File: config.mk
export PLATFORM = sky130hd
export DESIGN_NAME = m68k_bus_master
export DESIGN_NICKNAME = d
export VERILOG_FILES = /design/src/rtl/m68k_bus_master.sv
export SDC_FILE = /design/constraint.sdc
export NUM_CORES = 1
export LEC_CHECK = 0
export ABC_CLOCK_PERIOD_IN_PS = 6900
export CAP_MARGIN = 20
export CORE_ASPECT_RATIO = 1.5
export CORE_MARGIN = 2
export CORE_UTILIZATION = 68
export CTS_CLUSTER_DIAMETER = 40
export DETAILED_ROUTE_END_ITERATION = 8
export DONT_BUFFER_PORTS = 1
export PLACE_DENSITY = 0.84
export REMOVE_ABC_BUFFERS = 1
export SYNTH_ARGS = -nofsm -noshare
export SYNTH_HDL_FRONTEND = slang
export SYNTH_SLANG_ARGS = --single-unit
File: constraint.sdc
create_clock -name Clock -period 6.9 [get_ports Clock]
set_clock_uncertainty 0.2 [all_clocks]
set_input_delay 0.69 -clock Clock [delete_from_list [all_inputs] [get_ports Clock]]
set_output_delay 0.69 -clock Clock [all_outputs]
set_load 0.005 [all_outputs]
File: src/rtl/m68k_bus_master.sv
// 68000-style asynchronous bus master: issues one word/byte read or write per
// command through IDLE -> ADDR -> STROBE -> TERM, with a Dtack timeout.
module m68k_bus_master #(
  parameter int unsigned TIMEOUT_CYCLES = 255
) (
  input  logic        Clock,
  input  logic        Reset_H,
  input  logic        Start,
  input  logic        CmdWrite,
  input  logic        CmdByte,
  input  logic [31:0] CmdAddr,
  input  logic [15:0] CmdData,
  output logic        Busy,
  output logic        Done,
  output logic        Error,
  output logic [15:0] RdData,
  output logic [31:0] Address,
  output logic [15:0] DataOut,
  input  logic [15:0] DataIn,
  output logic        AS_L,
  output logic        UDS_L,
  output logic        LDS_L,
  output logic        WE_L,
  input  logic        Dtack_L
);

  localparam int unsigned CNT_W = 16;

  typedef enum logic [1:0] {
    IDLE   = 2'd0,
    ADDR   = 2'd1,
    STROBE = 2'd2,
    TERM   = 2'd3
  } state_t;

  state_t           r_state;
  logic             r_write;
  logic             r_byte;
  logic             r_a0;
  logic             r_err;
  logic [CNT_W-1:0] r_cnt;

  logic [15:0]      w_wdata;
  logic [15:0]      w_rdata;
  logic             w_misaligned;
  logic             w_timeout;

  // Byte writes replicate the low byte so either lane carries it.
  assign w_wdata      = CmdByte ? {CmdData[7:0], CmdData[7:0]} : CmdData;
  assign w_misaligned = ~CmdByte & CmdAddr[0];
  assign w_timeout    = (17'(r_cnt) + 17'd1) >= 17'(TIMEOUT_CYCLES);
  assign w_rdata      = !r_byte ? DataIn :
                        (r_a0 ? {8'h00, DataIn[7:0]} : {8'h00, DataIn[15:8]});

  always_ff @(posedge Clock) begin
    if (Reset_H) begin
      r_state <= IDLE;
      r_write <= 1'b0;
      r_byte  <= 1'b0;
      r_a0    <= 1'b0;
      r_err   <= 1'b0;
      r_cnt   <= '0;
      Busy    <= 1'b0;
      Done    <= 1'b0;
      Error   <= 1'b0;
      RdData  <= '0;
      Address <= '0;
      DataOut <= '0;
      AS_L    <= 1'b1;
      UDS_L   <= 1'b1;
      LDS_L   <= 1'b1;
      WE_L    <= 1'b1;
    end else begin
      Done  <= 1'b0;
      Error <= 1'b0;
      case (r_state)
        IDLE: begin
          if (Start) begin
            Busy    <= 1'b1;
            r_write <= CmdWrite;
            r_byte  <= CmdByte;
            r_a0    <= CmdAddr[0];
            // A misaligned word never touches the bus; report it from TERM.
            if (w_misaligned) begin
              r_err   <= 1'b1;
              r_state <= TERM;
            end else begin
              r_err   <= 1'b0;
              Address <= CmdAddr;
              DataOut <= w_wdata;
              WE_L    <= ~CmdWrite;
              r_state <= ADDR;
            end
          end
        end
        ADDR: begin
          AS_L    <= 1'b0;
          UDS_L   <= r_byte & r_a0;
          LDS_L   <= r_byte & ~r_a0;
          r_cnt   <= '0;
          r_state <= STROBE;
        end
        STROBE: begin
          if (!Dtack_L) begin
            if (!r_write) RdData <= w_rdata;
            AS_L    <= 1'b1;
            UDS_L   <= 1'b1;
            LDS_L   <= 1'b1;
            WE_L    <= 1'b1;
            r_state <= TERM;
          end else begin
            r_cnt <= r_cnt + CNT_W'(1);
            if (w_timeout) begin
              r_err   <= 1'b1;
              AS_L    <= 1'b1;
              UDS_L   <= 1'b1;
              LDS_L   <= 1'b1;
              WE_L    <= 1'b1;
              r_state <= TERM;
            end
          end
        end
        TERM: begin
          // Wait for the responder to release Dtack before finishing.
          if (Dtack_L) begin
            Done    <= 1'b1;
            Error   <= r_err;
            Busy    <= 1'b0;
            r_state <= IDLE;
          end
        end
        default: r_state <= IDLE;
      endcase
    end
  end

endmodule

Yosys cells after proc, flatten, opt, wreduce, memory -nomap -nowiden
Index checks and enable logic that the tools add are counted.
- output and inout bits: 71
- RAM bits: 0
- bits in read-only memories: 0
- register bits after elaboration: 93
- memories kept: 0
- latch bits: 0
- multiplexer cells: 27
- shift-type cells: 0
- bitwise logic cells: 10
- add/sub/neg operators: 2
- order comparisons: 1
- div/mod/pow operators: 0
- multiply operators: 0
- equality and inequality tests: 9
- reductions and logical operators: 15
- operators with widths (operator ; count):
    16-bit two-way mux ; 3
    16-bit case mux with 2 select lines ; 1
    16-bit by 1-bit adder with 17-bit output, second input constant ; 1
    17-bit by 8-bit greater-or-equal comparator with 1-bit output, second input constant ; 1
    16-bit by 1-bit adder with 16-bit output, second input constant ; 1
    1-bit case mux with 2 select lines ; 6
    3-bit AND reduction ; 4
    1-bit two-way mux ; 10
    2-bit two-way mux ; 5
    2-bit != test, second input constant ; 5
    8-bit two-way mux ; 1
    2-bit case mux with 4 select lines ; 1
    4-bit AND reduction ; 2
    1-bit NOT ; 7
    2-bit AND reduction ; 3
    2-bit nonzero test ; 3
    2-bit == test, second input constant ; 2
    1-bit bitwise AND ; 3
    3-bit != test, second input constant ; 1
    3-bit OR reduction ; 1
    2-bit by 1-bit == test with 1-bit output, second input constant ; 1
    2-bit logical NOT ; 1
    2-bit OR reduction ; 1

Depth between registers and ports, before layout
- depth in word-level cells: 5
- gate-level depth with buffers: 10
- mapped depth without buffers: 9

Least setup slack after synthesis
No wires, ideal clock.
- path kind: register to register
- start: register r_cnt[1]
- end: register AS_L
- period minus slack after synthesis: 2.656 ns
- cell stages (with the launch flop): 10
- slack: 4.244 ns
- library setup time: 0.122 ns
- buffers on the path: 1
- arrival time: 2.334 ns
- cells stage by stage: dfxtp_1 ha_1 buf_2 nand3_1 nor3_1 mux2_1 nor4_2 and2_4 nand2_2 a221o_1
- word-level cells in the longest chain between the ends: 4
- ends and longest elaborated chain (item ; line ; RTL):
    start: declaration ; 41 ; logic [CNT_W-1:0] r_cnt;
    start signal: assignment ; 112 ; r_cnt <= r_cnt + CNT_W'(1);
    16-bit by 1-bit adder with 17-bit output ; 51 ; assign w_timeout = (17'(r_cnt) + 17'd1) >= 17'(TIMEOUT_CYCLES);
    17-bit by 8-bit greater-or-equal comparator with 1-bit output ; 51 ;
    3-bit != test (no line) ; - ;
    2-bit AND reduction (no line) ; - ;
    end signal: assignment ; 69 ; AS_L <= 1'b1;
    end signal: assignment ; 97 ; AS_L <= 1'b0;
    end signal: assignment ; 106 ; AS_L <= 1'b1;
    end: declaration ; 20 ; output logic AS_L,
No other way between the ends.
A chain may end at the register's enable or synchronous reset.

Worst setup path in the final report
- start: register r_cnt[0]
- end: register r_state[1]
- word-level cells in the longest chain between the ends: 4
- ends and longest elaborated chain (item ; line ; RTL):
    16-bit by 1-bit adder with 17-bit output ; 51 ;
    17-bit by 8-bit greater-or-equal comparator with 1-bit output ; 51 ;
    3-bit != test (no line) ; - ;
    3-bit AND reduction (no line) ; - ;
    end signal: assignment ; 57 ; r_state <= IDLE;
    end signal: assignment ; 86 ; r_state <= TERM;
    end signal: assignment ; 92 ; r_state <= ADDR;
    end: declaration ; 36 ; state_t r_state;
No other way between the ends.

==> flow_summary_export.csv <==
group,metric,value,unit
outcome,status,"complete, no violations",
worst_hold_path,holdCritPathClass,"in2reg",
place,postPlaceCellArea,4080,um^2
global_route,first_global_vias,3331,
global_route,met1_usage,0.322,
sta,slew_violations,0,
logic_synthesis,synth_seq_cells,93,
logic_synthesis,synth_top_area_share,0.450,
logic_synthesis,syn_avg_cell_area,8.03,um^2
critical_path,path_class,"reg2reg",
critical_path,crit_fanout,10,
finish,final_util,0.736,
logic_synthesis,synth_cells,515,
place,dp_hpwl,6450,um
logic_synthesis,dominantRegCellSynth,"dfxtp_1",
critical_path,cp-start-kind,"flip-flop",
sta,max_freq,0.328,GHz
critical_path,cpMostUsedCell,"mux2_1",
clocking,cts_resized,0,
critical_path,cp_top_family,"simple AND/OR/NAND/NOR gates",
power,p_per_area,316,nW/um^2
global_route,grt_antenna_before_repair,0,
logic_synthesis,yosys.area.top_type,"dfxtp_1",
sta,tns,0,ps
logic_synthesis,async_reset_ff_frac,0,
detailed_routing,drt-wirelength-per-cell,16.5,um
finish,antenna_cells,0,
clocking,cts_root_buffer,"clkbuf_8",
sta,final.setup.worst_slack,3860,ps
clocking,worstSkewPairLatency,360,ps
global_route,grt_pass1_wl,14800,um
clocking,h-tree-depth,3,
detailed_routing,drc_errors,0,
logic_synthesis,seq_area_frac_synth,0.450,
sta,min_period,3040,ps
global_route,gr-total-overflow,0,
logic_synthesis,synth_area_leaders,"dfxtp_1 (45%), nand2_1 (10%), a21oi_1 (8.7%)",
critical_path,r2r_slack,3860,ps
critical_path,critical-path-slowest-cell,"dfxtp_1",
finish,fillers,448,
global_route,grt.met2_usage,0.474,
sta,hold_viol_final,0,
global_route,grt_max_degree,94,
sta,post-route-period-util,0.441,
sta,rsz0062_at_grt,"false",
critical_path,slowest_delay,480,ps
logic_synthesis,ys_types,47,
clocking,postCtsHoldBufs,0,
floorplan,io_pins,141,
critical_path,end_kind,"flip-flop",
power,power_leakage,1.58,nW
critical_path,cp_cell_sequence,"ha_1, nand3_1, nor3_1, mux2_1, nor4_2, and2_4, a21oi_1, mux2_1",
run,maxCapViolations,0,
floorplan,die_h,99.5,um
clocking,cts_sinks,93,
detailed_routing,route.vias.total,3489,
clocking,cts_buffer_depth,2,
critical_path,path_buf_inv,0,
clocking,clk_pin_slew,90,ps
critical_path,crit_required,6940,ps
sta,finalSetupViolCount,0,
finish,syn2layout_area_growth,3.81,%
floorplan,dieArea,6730,um^2
detailed_routing,firstDrtPassIters,4,
finish,final_nets,562,
critical_path,arrival,3080,ps
clocking,post-cts-setup-buffer-count,0,
place,portBuffers,0,
power,total_power,0.00136,W
detailed_routing,totalWireLength,9280,um
finish,drive_above_1_share,0.0570,
floorplan,initial_core_util,0.709,
clocking,cts_tree,"done",
logic_synthesis,synth_edf_count,0,
global_route,grt_usage,0.280,
finish,final_area,4290,um^2
global_route,grt_util_met3,0.0803,
logic_synthesis,syn_area,4130,um^2
floorplan,rows,34,
detailed_routing,ant_nets,0,
detailed_routing,vias_per_cell,6.20,
sta,relSlewSlack,0.596,
detailed_routing,drtIter0Drc,321,
place,globalplace.congestion,0.818,
sta,tightest_slew,606,ps
power,peakVddDrop,226,uV
logic_synthesis,synth_warnings,0,
floorplan,die_w,67.7,um
floorplan,core-area,5830,um^2
place,detailedPlace.worstSlack,3920,ps
clocking,cts_made_buffers,9,
global_route,grt_busiest_layer,"met2",
## registers in the layout, indices dropped and copies added (netlist names), 2 cells and up
| name | cells |
|---|---|
| Address | 32 |
| DataOut | 16 |
| RdData | 16 |
| r_cnt | 16 |
| r_state | 2 |
## metal layers
layer  vias up  wire length [um]
met4         0               159
li1       1724                 -
met1      1604              3350
met5         -                 0
met3        17               856
met2       144              4910
## layout make-up
class | count | area, um^2 | area share
Clock inverter | 5 | 43.8 | 0.0102
Sequential cell | 93 | 1860 | 0.434
Multi-Input combinational cell | 372 | 2090 | 0.486
Inverter | 7 | 26.3 | 0.00612
Timing Repair Buffer | 3 | 42.5 | 0.00991
Tap cell | 72 | 90.1 | 0.0210
Clock buffer | 11 | 141 | 0.0329
## path summary, 6_finish.rpt
path,start,to,cells after the start
worst max-delay path,r_cnt[0],r_state[1],8
worst min-delay path,Reset_H,Address[4],1
worst max register to register,r_cnt[0],r_state[1],8
worst min register to register,DataOut[3],DataOut[3],2
## worst register-to-register path, cell delays in order (launching register included)
cell and delay [ps]:
dfxtp_1 480, ha_1 370, nand3_1 260, nor3_1 330
mux2_1 370, nor4_2 270, and2_4 220, a21oi_1 80
mux2_1 340
## kinds of logic (layout without fill, tap and decap cells)
kind of cell,after synthesis,after routing,share of synthesized area
XOR/XNOR,1,1,0.00212
flip-flops,93,93,0.450
AO/OA/AOI/OAI,125,125,0.180
buffers and inverters,50,26,0.0481
AND/OR/NAND/NOR,219,219,0.250
multiplexers,21,21,0.0515
adder cells (fa/ha/maj),6,6,0.0182
## stage by stage
step	std cells	hold WS, ps
2_1_floorplan	472	238
3_3_place_gp	546	255
3_5_place_dp	546	262
4_1_cts	562	182
5_1_grt	563	180
6_report	563	184
## layout by cell type (no fill, tap or decap), drive strengths merged, types with 9 or more instances in the layout
cell type | netlist | final
nand3 | 14 | 14
o21ai | 13 | 13
nor2 | 43 | 43
inv | 7 | 9
nand2 | 113 | 113
nand3b | 9 | 9
dfxtp | 93 | 93
a211oi | 20 | 20
clkbuf | 33 | 11
mux2i | 19 | 19
a21oi | 72 | 72
## cells in the mapped netlist, types with 7 or more instances
cell,number
clkbuf_1,33
nand3b_1,9
buf_2,9
inv_1,7
nand2_1,112
dfxtp_1,93
nor2_1,43
a21oi_1,72
a211oi_1,20
o21ai_0,13
mux2i_1,19
nand3_1,14
## report_power, final
part / switching [W] / internal (W)
clock: 0.000197 / 0.000145
combinational: 0.000204 / 0.000125
sequential: 0.0000681 / 0.000616
total: 0.000469 / 0.000887
No activity file was read; power rests on OpenSTA's default activity.
